<file path="config.mk">
export PLATFORM = sky130hd
export DESIGN_NAME = mem_access
export DESIGN_NICKNAME = d
export VERILOG_FILES = /design/src/rtl/mem_access.sv
export SDC_FILE = /design/constraint.sdc
export NUM_CORES = 1
export LEC_CHECK = 0
export CAP_MARGIN = 20
export CELL_PAD_IN_SITES_DETAIL_PLACEMENT = 0
export CELL_PAD_IN_SITES_GLOBAL_PLACEMENT = 2
export CORE_MARGIN = 10
export CORE_UTILIZATION = 30
export CTS_CLUSTER_DIAMETER = 40
export DETAILED_ROUTE_END_ITERATION = 16
export PLACE_DENSITY_LB_ADDON = 0.1
export SETUP_SLACK_MARGIN = 0.5
export SLEW_MARGIN = 5
export SYNTH_ARGS = -nofsm -noshare
export SYNTH_HDL_FRONTEND = slang
export SYNTH_SLANG_ARGS = --single-unit
</file>
<file path="constraint.sdc">
create_clock -name clk -period 2.6 [get_ports clk]
set_clock_uncertainty 0.05 [all_clocks]
set_input_delay 0.26 -clock clk [delete_from_list [all_inputs] [get_ports clk]]
set_output_delay 0.26 -clock clk [all_outputs]
set_load 0.01 [all_outputs]
</file>
<file path="src/rtl/mem_access.sv">
// mem_access: PikaRISC memory stage; load/store req/ack handshake with timeout, registered writeback fields.
// Optional alignment check enabled by defining MEMACCESS_ALIGN_CHECK_EN.
module mem_access #(
   parameter int unsigned TIMEOUT_CYCLES = 15
) (
   input  logic        clk,
   input  logic        rst_n,
   input  logic        in_valid,
   input  logic [3:0]  in_rd_num,
   input  logic [31:0] in_md,
   input  logic [31:0] in_result,
   input  logic [31:0] in_cpsr,
   input  logic        in_is_alu_op,
   input  logic        in_is_cmp_op,
   input  logic        in_is_ld_op,
   input  logic        in_is_str_op,
   output logic        stall,
   output logic        dmem_req,
   output logic        dmem_we,
   output logic [31:0] dmem_addr,
   output logic [31:0] dmem_wdata,
   input  logic        dmem_ack,
   input  logic [31:0] dmem_rdata,
   output logic [3:0]  rd_num_passthrough,
   output logic [31:0] md_passthrough,
   output logic [31:0] result,
   output logic [31:0] cpsr_passthrough,
   output logic [31:0] dmem_val_passthrough,
   output logic        is_alu_op_passthrough,
   output logic        is_cmp_op_passthrough,
   output logic        is_ld_op_passthrough,
   output logic        mem_fault
);
   typedef enum logic {IDLE, WAIT} state_t;
   state_t      state_q, state_d;
   logic [7:0]  cnt_q, cnt_d;
   logic        we_q, we_d;
   logic [31:0] addr_q, addr_d, wdata_q, wdata_d;
   logic [3:0]  pend_rd_q, pend_rd_d, rd_q, rd_d;
   logic [31:0] md_q, md_d, res_q, res_d, cpsr_q, cpsr_d, dval_q, dval_d;
   logic        alu_q, alu_d, cmp_q, cmp_d, ld_q, ld_d, fault_q, fault_d;
   logic        dec_ld, dec_cmp, dec_alu, dec_mem, misal;
   assign dec_ld  = in_is_ld_op;
   assign dec_mem = in_is_ld_op | in_is_str_op;
   assign dec_cmp = ~dec_mem & in_is_cmp_op;
   assign dec_alu = ~dec_mem & ~in_is_cmp_op & in_is_alu_op;
`ifdef MEMACCESS_ALIGN_CHECK_EN
   assign misal = in_result[1:0] != 2'b00;
`else
   assign misal = 1'b0;
`endif
   assign stall                 = state_q == WAIT;
   assign dmem_req              = state_q == WAIT;
   assign dmem_we               = we_q;
   assign dmem_addr             = addr_q;
   assign dmem_wdata            = wdata_q;
   assign rd_num_passthrough    = rd_q;
   assign md_passthrough        = md_q;
   assign result                = res_q;
   assign cpsr_passthrough      = cpsr_q;
   assign dmem_val_passthrough  = dval_q;
   assign is_alu_op_passthrough = alu_q;
   assign is_cmp_op_passthrough = cmp_q;
   assign is_ld_op_passthrough  = ld_q;
   assign mem_fault             = fault_q;
   // Next state: accept in IDLE, resolve ack or timeout in WAIT; flags and fault default to a bubble.
   always_comb begin
      state_d   = state_q;
      cnt_d     = cnt_q;
      we_d      = we_q;
      addr_d    = addr_q;
      wdata_d   = wdata_q;
      pend_rd_d = pend_rd_q;
      rd_d      = rd_q;
      md_d      = md_q;
      res_d     = res_q;
      cpsr_d    = cpsr_q;
      dval_d    = dval_q;
      alu_d     = 1'b0;
      cmp_d     = 1'b0;
      ld_d      = 1'b0;
      fault_d   = 1'b0;
      if (state_q == IDLE) begin
         if (in_valid && dec_mem && misal) begin
            fault_d = 1'b1;
         end else if (in_valid && dec_mem) begin
            state_d   = WAIT;
            cnt_d     = 8'd0;
            addr_d    = in_result;
            wdata_d   = in_md;
            we_d      = ~dec_ld;
            pend_rd_d = in_rd_num;
         end else if (in_valid && (dec_cmp || dec_alu)) begin
            rd_d   = in_rd_num;
            md_d   = in_md;
            res_d  = in_result;
            cpsr_d = in_cpsr;
            cmp_d  = dec_cmp;
            alu_d  = dec_alu;
         end
      end else if (dmem_ack) begin
         state_d = IDLE;
         if (!we_q) begin
            dval_d = dmem_rdata;
            rd_d   = pend_rd_q;
            ld_d   = 1'b1;
         end
      end else if (cnt_q == 8'(TIMEOUT_CYCLES - 1)) begin
         state_d = IDLE;
         fault_d = 1'b1;
      end else begin
         cnt_d = cnt_q == 8'hFF ? cnt_q : cnt_q + 8'd1;
      end
   end
   // State and output registers, cleared asynchronously so reset aborts any request at once.
   always_ff @(posedge clk or negedge rst_n) begin
      if (!rst_n) begin
         state_q   <= IDLE;
         cnt_q     <= '0;
         we_q      <= 1'b0;
         addr_q    <= '0;
         wdata_q   <= '0;
         pend_rd_q <= '0;
         rd_q      <= '0;
         md_q      <= '0;
         res_q     <= '0;
         cpsr_q    <= '0;
         dval_q    <= '0;
         alu_q     <= 1'b0;
         cmp_q     <= 1'b0;
         ld_q      <= 1'b0;
         fault_q   <= 1'b0;
      end else begin
         state_q   <= state_d;
         cnt_q     <= cnt_d;
         we_q      <= we_d;
         addr_q    <= addr_d;
         wdata_q   <= wdata_d;
         pend_rd_q <= pend_rd_d;
         rd_q      <= rd_d;
         md_q      <= md_d;
         res_q     <= res_d;
         cpsr_q    <= cpsr_d;
         dval_q    <= dval_d;
         alu_q     <= alu_d;
         cmp_q     <= cmp_d;
         ld_q      <= ld_d;
         fault_q   <= fault_d;
      end
   end
endmodule

</file>
==> metrics.yaml, run 1 <==
status: "complete, no violations"
stdcell_area_um2: 13940
clkTransAtPathRegs_ns: 0.05
grt_max_degree: 77
async_flop_share: 1.000
clock_path_buffers: 3
syn_nets: 786
clock-sinks: 214
finalSetupTns_ns: 0
drt_first_pass_iters: 4
relSlewSlack: 0.5566
p_clk_frac: 0.377
setup.worst_path.end: "dmem_req"
synth_cells: 644
dp_slack_ns: 0.2880
hold_viol: 0
drtAntennaViolNets: 0
start_util: 0.3058
maxCapViolCount: 0
drc: 0
power_density_nw_per_um2: 1040
routedWlPerCell_um: 19.18
worstPathMaxFanout: 12
core_um2: 27930
timing.rr.end: "cpsr_passthrough[20]"
use_met2: 0.2313
fillers: 2521
fin_crit_sh: 0.7749
r2r_start: "dmem_req"
irDropWorstVdd_uv: 485.4
numCtsBuffers: 40
p_sw_frac: 0.2638
gr-usage-met1: 0.1892
met3_usage: 0.07386
fmax_mhz: 496.4
r2r_slack_ns: 0.72
synth-edff-count: 0
clk_latency_ns: 0.50
critPathRequiredTime_ns: 2.29
syn_to_final_growth_pct: 63.14
synth_top_area_share: 0.6268
totalWireLength_um: 27450
drt_iter0_markers: 227
die-height_um: 188.8
synth-seq-cells: 214
synth_flop_cell: "dfrtp_1"
synth_area_per_cell_um2: 13.27
cp-start-kind: "flop"
dieArea_um2: 35630
gp_congestion: 0.7577
num_vias: 6221
startpoint: "dmem_req"
power.switching_uw: 3824
cts_root_buf: "clkbuf_16"
synth_top_cell_by_area: "dfrtp_1"
yosysWarnings: 0
critPathKind: "flop to output pin"
rsz0062_at_grt: "no"
arrival_ns: 1.70
post_cts_buffers: 0
cts_max_level: 2
finalSetupViolCount: 0
die_w_um: 188.8
antenna_found_initial: 1
final_cell_mix: "clkdlybuf4s50_1 (341), dfrtp_1 (214), nand2_1 (213)"
combPwrFrac: 0.292
nNetsFinal: 1163
num_rows: 61
busiest_layer: "met2"
period_needed_ns: 2.015
layout_commonest_cell: "clkdlybuf4s50_1"
cp-end-kind: "output pin"
postPlaceCellArea_um2: 12480
p_leak_uw: 0.006330
tightest_slew_ns: 0.6651
hold_class: "primary input to flop"
drive_gt1_frac: 0.2236
ios: 343
synth_area_um2: 8543
grt_usage: 0.1514
hold_ws_ns: 0.2592
synth_area_leaders: "dfrtp_1 (63%), mux2_4 (12%), nand2_1 (9.4%), mux2_2 (8.4%), buf_8 (0.70%)"
vias_per_cell: 4.347
grt_pass1_wl_um: 42640
port_buffers: 342
ys_types: 37
rr_worst_depth: 5
seq_area_frac_synth: 0.6268
grt_overflow: 0
dp.final_hpwl_um: 20230
grt_pass1_vias: 6694
power_frac_seq: 0.331
finalMaxSlewViolations: 0
cts_tree: "done"
cellInternalPower_uw: 10670
setup_slack_ns: 0.5853
==> metal layers <==
| layer | up-vias | routed length, um |
|---|---|---|
| met1 | 3050 | 11790 |
| met5 | - | 0 |
| met3 | 27 | 2810 |
| met2 | 238 | 12500 |
| met4 | 0 | 357 |
| li1 | 2906 | - |
==> power groups by stage <==
stage                     clock network (uW)  logic [uW]  registers, uW
after floorplan                            0        1210           5260
after global placement                     0        4320           4830
after detailed placement                   0        4330           4840
after CTS                               5610        4350           4810
after global routing                    5780        4550           4950
final                                   5460        4240           4800
==> stage by stage <==
stage	util	std cells	total power, uW
5_1_grt	0.4987	1429	15270
6_report	0.4989	1431	14500
3_3_place_gp	0.4468	1356	9148
3_5_place_dp	0.4468	1356	9168
4_1_cts	0.4987	1429	14770
2_1_floorplan	-	644	6478
==> repair_timing <==
| action | CTS | global route |
|---|---|---|
| endpoints found under the setup margin | 2 | 0 |
| endpoints found under the hold margin | 69 | 0 |
| gates resized for setup | 1 | 0 |
| hold buffers | 1 | 0 |
==> critical path, cell delays in order, from the launching register on <==
cell	delay, ns
dfrtp_1	0.45
buf_6	0.20
clkdlybuf4s50_1	0.56
==> cells in the mapped netlist (2+ instances only) <==
cell type and n:
o21ai_0 4, mux2_4 69, a21oi_1 3, and4b_1 2
nor3_1 3, mux2_2 64, buf_6 5, buf_8 4
clkbuf_1 8, a22o_1 5, buf_4 7, dfrtp_1 214
o31ai_1 2, mux2_1 4, inv_1 2, mux2i_1 2
ha_1 2, nand2_1 213, and3_1 2, nor2_1 4
buf_2 7, nand3_1 3
==> cells by family after synthesis <==
| group | share of synthesized area |
|---|---|
| adder cells (fa/ha/maj) | 0.002929 |
| AO/OA/AOI/OAI | 0.01655 |
| multiplexers | 0.2132 |
| buffers and inverters | 0.02827 |
| flip-flops | 0.6268 |
| AND/OR/NAND/NOR | 0.1122 |
==> registers in the layout, summed over array words and instances, names as in the netlist, 4 cells and up <==
signal                flops
cpsr_passthrough         32
dmem_addr                32
dmem_val_passthrough     32
dmem_wdata               32
md_passthrough           32
result                   32
cnt_q                     8
pend_rd_q                 4
rd_num_passthrough        4
==> cell type report <==
type | instances | area (um2) | share of cell area
Sequential cell | 214 | 5355 | 0.3842
Inverter | 2 | 7.507 | 0.0005386
Timing Repair Buffer | 366 | 3690 | 0.2647
Multi-Input combinational cell | 397 | 2969 | 0.2130
Clock inverter | 19 | 266.5 | 0.01912
Antenna cell | 2 | 5.005 | 0.0003591
Clock buffer | 53 | 1171 | 0.08403
Tap cell | 378 | 473.0 | 0.03393
==> worst min-delay path by stage <==
stage	startpoint	endpoint	slack (ns)	cells after the start
3_5_place_dp	rst_n	dmem_wdata[9]	0.24	1
6_report	in_md[26]	dmem_wdata[26]	0.26	3
5_1_grt	in_md[22]	dmem_wdata[22]	0.26	3
4_1_cts	in_md[26]	dmem_wdata[26]	0.24	3
3_3_place_gp	rst_n	dmem_wdata[16]	0.24	1
2_1_floorplan	rst_n	cnt_q[0]	-0.09	0
No activity file was read; power rests on OpenSTA's default activity.
==> inputs of run 2 (changes only) <==
--- a/config.mk
+++ b/config.mk
@@ -9,7 +9,7 @@
 export CELL_PAD_IN_SITES_DETAIL_PLACEMENT = 0
 export CELL_PAD_IN_SITES_GLOBAL_PLACEMENT = 2
 export CORE_MARGIN = 10
-export CORE_UTILIZATION = 30
+export CORE_UTILIZATION = 27
 export CTS_CLUSTER_DIAMETER = 40
 export DETAILED_ROUTE_END_ITERATION = 16
 export PLACE_DENSITY_LB_ADDON = 0.1
==> constraint.sdc (replaced) <==
create_clock -name clk -period 2 [get_ports clk]
set_clock_uncertainty 0.05 [all_clocks]
set_input_delay 0.2 -clock clk [delete_from_list [all_inputs] [get_ports clk]]
set_output_delay 0.2 -clock clk [all_outputs]
set_load 0.01 [all_outputs]
==> run 2 against run 1 <==
Against the previous run:
- hold slack got worse by 0.13 ns
- sequential power rose by 29%
- utilization fell by 2.8 points
- die area rose by 9.9%
- wire length rose by 13%
- design area rose by 6.1%
- sequential cell count did not move
- final cell count rose by 4.6%
- combinational power rose by 20%
- critical path type is now flop to flop
- largest cell class unchanged
- largest power group unchanged
==> metrics.yaml, run 2 (synthesized netlist as in run 1, its figures left out) <==
critPathKind: "flop to flop"
cts_tree: "done"
r2r_start: "dmem_req"
p_sw_frac: 0.2781
period_needed_ns: 1.786
r2r_slack_ns: 0.21
setup.worst_path.end: "result[26]"
cellInternalPower_uw: 13400
hold_class: "primary input to async pin"
num_rows: 65
cts_max_level: 2
status: "complete, no violations"
finalMaxSlewViolations: 0
hold_viol: 0
worstPathMaxFanout: 7
arrival_ns: 2.13
drt_first_pass_iters: 4
grt_overflow: 0
clkTransAtPathRegs_ns: 0.05
finalSetupTns_ns: 0
maxCapViolCount: 0
syn_to_final_growth_pct: 73.17
final_core_util: 0.4713
tightest_slew_ns: 0.3558
p_leak_uw: 0.007211
drtAntennaViolNets: 0
grt_pass1_wl_um: 45590
clock_path_buffers: 3
grt_usage: 0.1527
cts_root_buf: "clkbuf_16"
layout_commonest_cell: "nand2_1"
irDropWorstVdd_uv: 681.6
start_util: 0.2721
finalSetupViolCount: 0
die-height_um: 197.9
dieArea_um2: 39160
clock-sinks: 214
vias_per_cell: 4.271
final_cell_mix: "nand2_1 (212), dfrtp_1 (210), dlygate4sd2_1 (190)"
cpMostUsedCell: "buf_12"
relSlewSlack: 0.7615
startpoint: "dmem_req"
core_um2: 31390
gp_congestion: 0.7164
antenna_found_initial: 1
drive_gt1_frac: 0.2717
path_cells: "buf_6 > nor2b_4 > o211a_4 > buf_12 > buf_8 > buf_12 > buf_16 > mux2_4"
drt_iter0_markers: 210
fmax_mhz: 560.0
num_vias: 6393
crit_slowest_cell: "dfrtp_2"
drc: 0
nNetsFinal: 1203
power_density_nw_per_um2: 1255
fin_crit_sh: 0.8928
totalWireLength_um: 31050
dp.final_hpwl_um: 20400
p_clk_frac: 0.391
cp-end-kind: "flop"
port_buffers: 342
rr_worst_depth: 8
clk_latency_ns: 0.51
slowest_delay_ns: 0.40
power_frac_seq: 0.335
critPathRequiredTime_ns: 2.34
power.switching_uw: 5162
combPwrFrac: 0.275
numCtsBuffers: 41
die_w_um: 197.9
rsz0062_at_grt: "yes"
timing.rr.end: "result[26]"
grt_max_degree: 63
grt_pass1_vias: 6985
fillers: 2907
routedWlPerCell_um: 20.74
ios: 343
cp-start-kind: "flop"
==> run 2: cell types whose count changed in the layout (fill, tap and decap cells not counted), sizes merged <==
cell / previous run / this run
buf: 24 / 56
bufbuf: 0 / 4
bufinv: 6 / 7
clkbuf: 53 / 56
clkdlybuf4s15: 0 / 11
clkdlybuf4s50: 341 / 138
clkinv: 7 / 12
clkinvlp: 4 / 3
dlygate4sd2: 0 / 190
==> run 2: final cells by class <==
type,instances,area [um2],area share
multi-input cells,397,3142,0.2124
clock inverters,24,325.3,0.02199
inverters,2,7.507,0.0005074
flip-flops and latches,214,5360,0.3623
diodes,2,5.005,0.0003383
well taps,402,503.0,0.03400
repair buffers,405,4318,0.2919
clock buffers,51,1134,0.07662
==> run 2: worst min-delay path by stage <==
stage                                    end  slack, ns  start  cells past startpoint
finish                    md_passthrough[14]       0.12  rst_n                      2
global route        dmem_val_passthrough[19]       0.15  rst_n                      2
CTS                       md_passthrough[14]       0.11  rst_n                      2
detailed placement  dmem_val_passthrough[19]       0.06  rst_n                      1
global placement    dmem_val_passthrough[19]       0.06  rst_n                      1
floorplan                           cnt_q[0]      -0.15  rst_n                      0
==> run 2: metrics by stage <==
stage	setup slack [ns]	hold WS (ns)	cells	total power, uW	area [um2]
global placement	0.02933	0.06375	1378	11950	12560
CTS	0.2047	0.1146	1484	18720	14440
global route	0.1486	0.1507	1496	19590	14790
floorplan	0.3465	-0.1456	644	8429	8568
detailed placement	0.004347	0.05918	1378	11960	12560
finish	0.2143	0.1247	1497	18560	14790
==> run 2: power groups by stage <==
stage | Sequential, uW | Clock (uW) | Combinational [uW]
after floorplan | 6840 | 0 | 1590
after global placement | 6290 | 0 | 5660
after detailed placement | 6310 | 0 | 5650
after CTS | 6210 | 7460 | 5050
after global routing | 6390 | 7670 | 5520
final | 6210 | 7250 | 5100
==> run 2: metal layers <==
layer,global-route usage,routed length (um)
met5,0,0
met4,0.04214,620
met3,0.06467,2966
met2,0.2423,14270
met1,0.1857,13190
==> run 2: timing repair <==
item,4_1_cts,5_1_grt
pin swaps,8,5
setup endpoints to repair,410,221
hold buffers,1,0
gates cloned,13,5
endpoints found under the hold margin,214,0
gates resized for setup,235,57
buffers inserted,17,6
==> run 2: critical path: cells and delay by family (launching register included) <==
kind                   cells  cell delay [ns]
buffers and inverters      5             0.60
AND/OR/NAND/NOR            1             0.12
multiplexers               1             0.29
AO/OA/AOI/OAI              1             0.19
flip-flops                 1             0.40
==> inputs of run 3 (changes only) <==
--- a/config.mk
+++ b/config.mk
@@ -8,10 +8,13 @@
 export CAP_MARGIN = 20
 export CELL_PAD_IN_SITES_DETAIL_PLACEMENT = 0
 export CELL_PAD_IN_SITES_GLOBAL_PLACEMENT = 2
+export CORE_ASPECT_RATIO = 0.9
 export CORE_MARGIN = 10
 export CORE_UTILIZATION = 27
 export CTS_CLUSTER_DIAMETER = 40
 export DETAILED_ROUTE_END_ITERATION = 16
+export GPL_TIMING_DRIVEN = 0
+export HOLD_SLACK_MARGIN = 0.02
 export PLACE_DENSITY_LB_ADDON = 0.1
 export SETUP_SLACK_MARGIN = 0.5
 export SLEW_MARGIN = 5
==> run 3 against run 2 <==
Against the previous run:
- utilization rose by 0.34 points
- sequential cell count unchanged
- largest power group unchanged
- fmax is 0.41% higher
- design area decreased by 0.33%
- register-to-register slack is essentially flat
- critical path depth is 1 lower
- combinational power about the same
==> metrics.yaml, run 3 (synthesized netlist as in run 1, its figures left out) <==
drt_iter0_markers: 225
seq_area_um2: 5356
grt_overflow: 0
r2r_slack_ns: 0.22
clk_latency_ns: 0.51
start_util: 0.2750
port_buffers: 342
hold_class: "primary input to async pin"
grt_pass1_vias: 6969
totalWireLength_um: 29950
status: "complete, no violations"
irDropWorstVdd_uv: 683.7
numCtsBuffers: 41
rsz0062_at_grt: "yes"
vias_per_cell: 4.245
finalSetupTns_ns: 0
r2r_start: "dmem_req"
cp-start-kind: "flop"
die_w_um: 207.5
routedWlPerCell_um: 19.77
nNetsFinal: 1218
layout_commonest_cell: "dfrtp_1"
clock_path_buffers: 3
grt_pass1_wl_um: 45440
fillers: 2857
arrival_ns: 2.12
clkTransAtPathRegs_ns: 0.05
busiest_layer: "met2"
dieArea_um2: 39170
tightest_slew_ns: 0.5788
p_leak_uw: 0.007198
cts_tree: "done"
hold_viol: 0
drc: 0
critPathRequiredTime_ns: 2.34
final_cell_mix: "dfrtp_1 (213), nand2_1 (212), dlygate4sd2_1 (182)"
rr_worst_depth: 7
critPathKind: "flop to flop"
finalSetupViolCount: 0
num_rows: 61
cts_root_buf: "clkbuf_16"
cts_max_level: 2
startpoint: "dmem_req"
grt_max_degree: 99
drtAntennaViolNets: 0
fmax_mhz: 562.3
drive_gt1_frac: 0.2778
gr-usage-met1: 0.1771
syn_to_final_growth_pct: 72.60
multi_input_area_um2: 3104
use_met2: 0.2345
met3_usage: 0.06662
relSlewSlack: 0.6141
finalMaxSlewViolations: 0
period_needed_ns: 1.778
cp-end-kind: "flop"
setup.worst_path.end: "md_passthrough[14]"
maxCapViolCount: 0
fin_crit_sh: 0.8892
die-height_um: 188.8
gp_congestion: 0.6848
drt_first_pass_iters: 4
power_density_nw_per_um2: 1246
dp.final_hpwl_um: 21350
clock-sinks: 214
ios: 343
worstPathMaxFanout: 5
timing.rr.end: "md_passthrough[14]"
core_um2: 31060
antenna_found_initial: 3
num_vias: 6431
grt_usage: 0.1486
power_uw: 18370
run 3: routing by layer:
metal / vias to the layer above / share of wire
met2: 206 / 0.47
met3: 56 / 0.091
li1: 3033 / -
met1: 3132 / 0.42
met4: 4 / 0.026
met5: - / 0.0011
run 3: worst min-delay path by stage:
stage	startpoint	cells after the start	end	slack (ns)
detailed placement	rst_n	1	result[23]	0.04
floorplan	rst_n	0	cnt_q[0]	-0.15
finish	rst_n	2	result[23]	0.1
global route	rst_n	2	result[23]	0.11
global placement	pend_rd_q[0]	2	pend_rd_q[0]	0.41
CTS	rst_n	2	cpsr_passthrough[12]	0.08
run 3: critical path, stage by stage (launching register included):
cell and delay (ns):
dfrtp_2 0.43, nor2b_4 0.17, o211a_1 0.18, buf_6 0.13, buf_12 0.15, buf_12 0.12, buf_12 0.12, mux2_4 0.30
run 3: timing repair:
item                                    4_1_cts  5_1_grt
cloned                                        6        2
endpoints found under the hold margin       214        0
hold buffers                                  1        0
resized for setup                           303       44
setup buffers                                29        7
endpoints found under the setup margin      412      228
pin swaps                                    10        0
run 3: metrics by stage:
stage            util  setup slack [ns]  area, um2  hold WS (ns)  cells
4_1_cts        0.4671            0.2012      14510       0.07889   1505
3_3_place_gp   0.4025            -10.46      12500        0.4050   1395
5_1_grt        0.4746            0.1275      14740        0.1121   1514
6_report       0.4747            0.2217      14750       0.09637   1515
2_1_floorplan       -            0.3465       8568       -0.1456    644
3_5_place_dp   0.4044           -0.1625      12560       0.03811   1397
run 3: cell type report:
class / count / area share
Buffer: 31 / 0.03046
Timing Repair Buffer: 389 / 0.2647
Multi-Input combinational cell: 397 / 0.2105
Sequential cell: 214 / 0.3633
Antenna cell: 1 / 0.0001697
Tap cell: 409 / 0.03471
Inverter: 2 / 0.0005091
Clock buffer: 52 / 0.07849
Clock inverter: 20 / 0.01723
run 3: power by group:
| group | internal [uW] | switching (uW) | total [uW] |
|---|---|---|---|
| Combinational | 2910 | 2210 | 5130 |
| Sequential | 5580 | 624 | 6200 |
| Clock | 4720 | 2330 | 7040 |
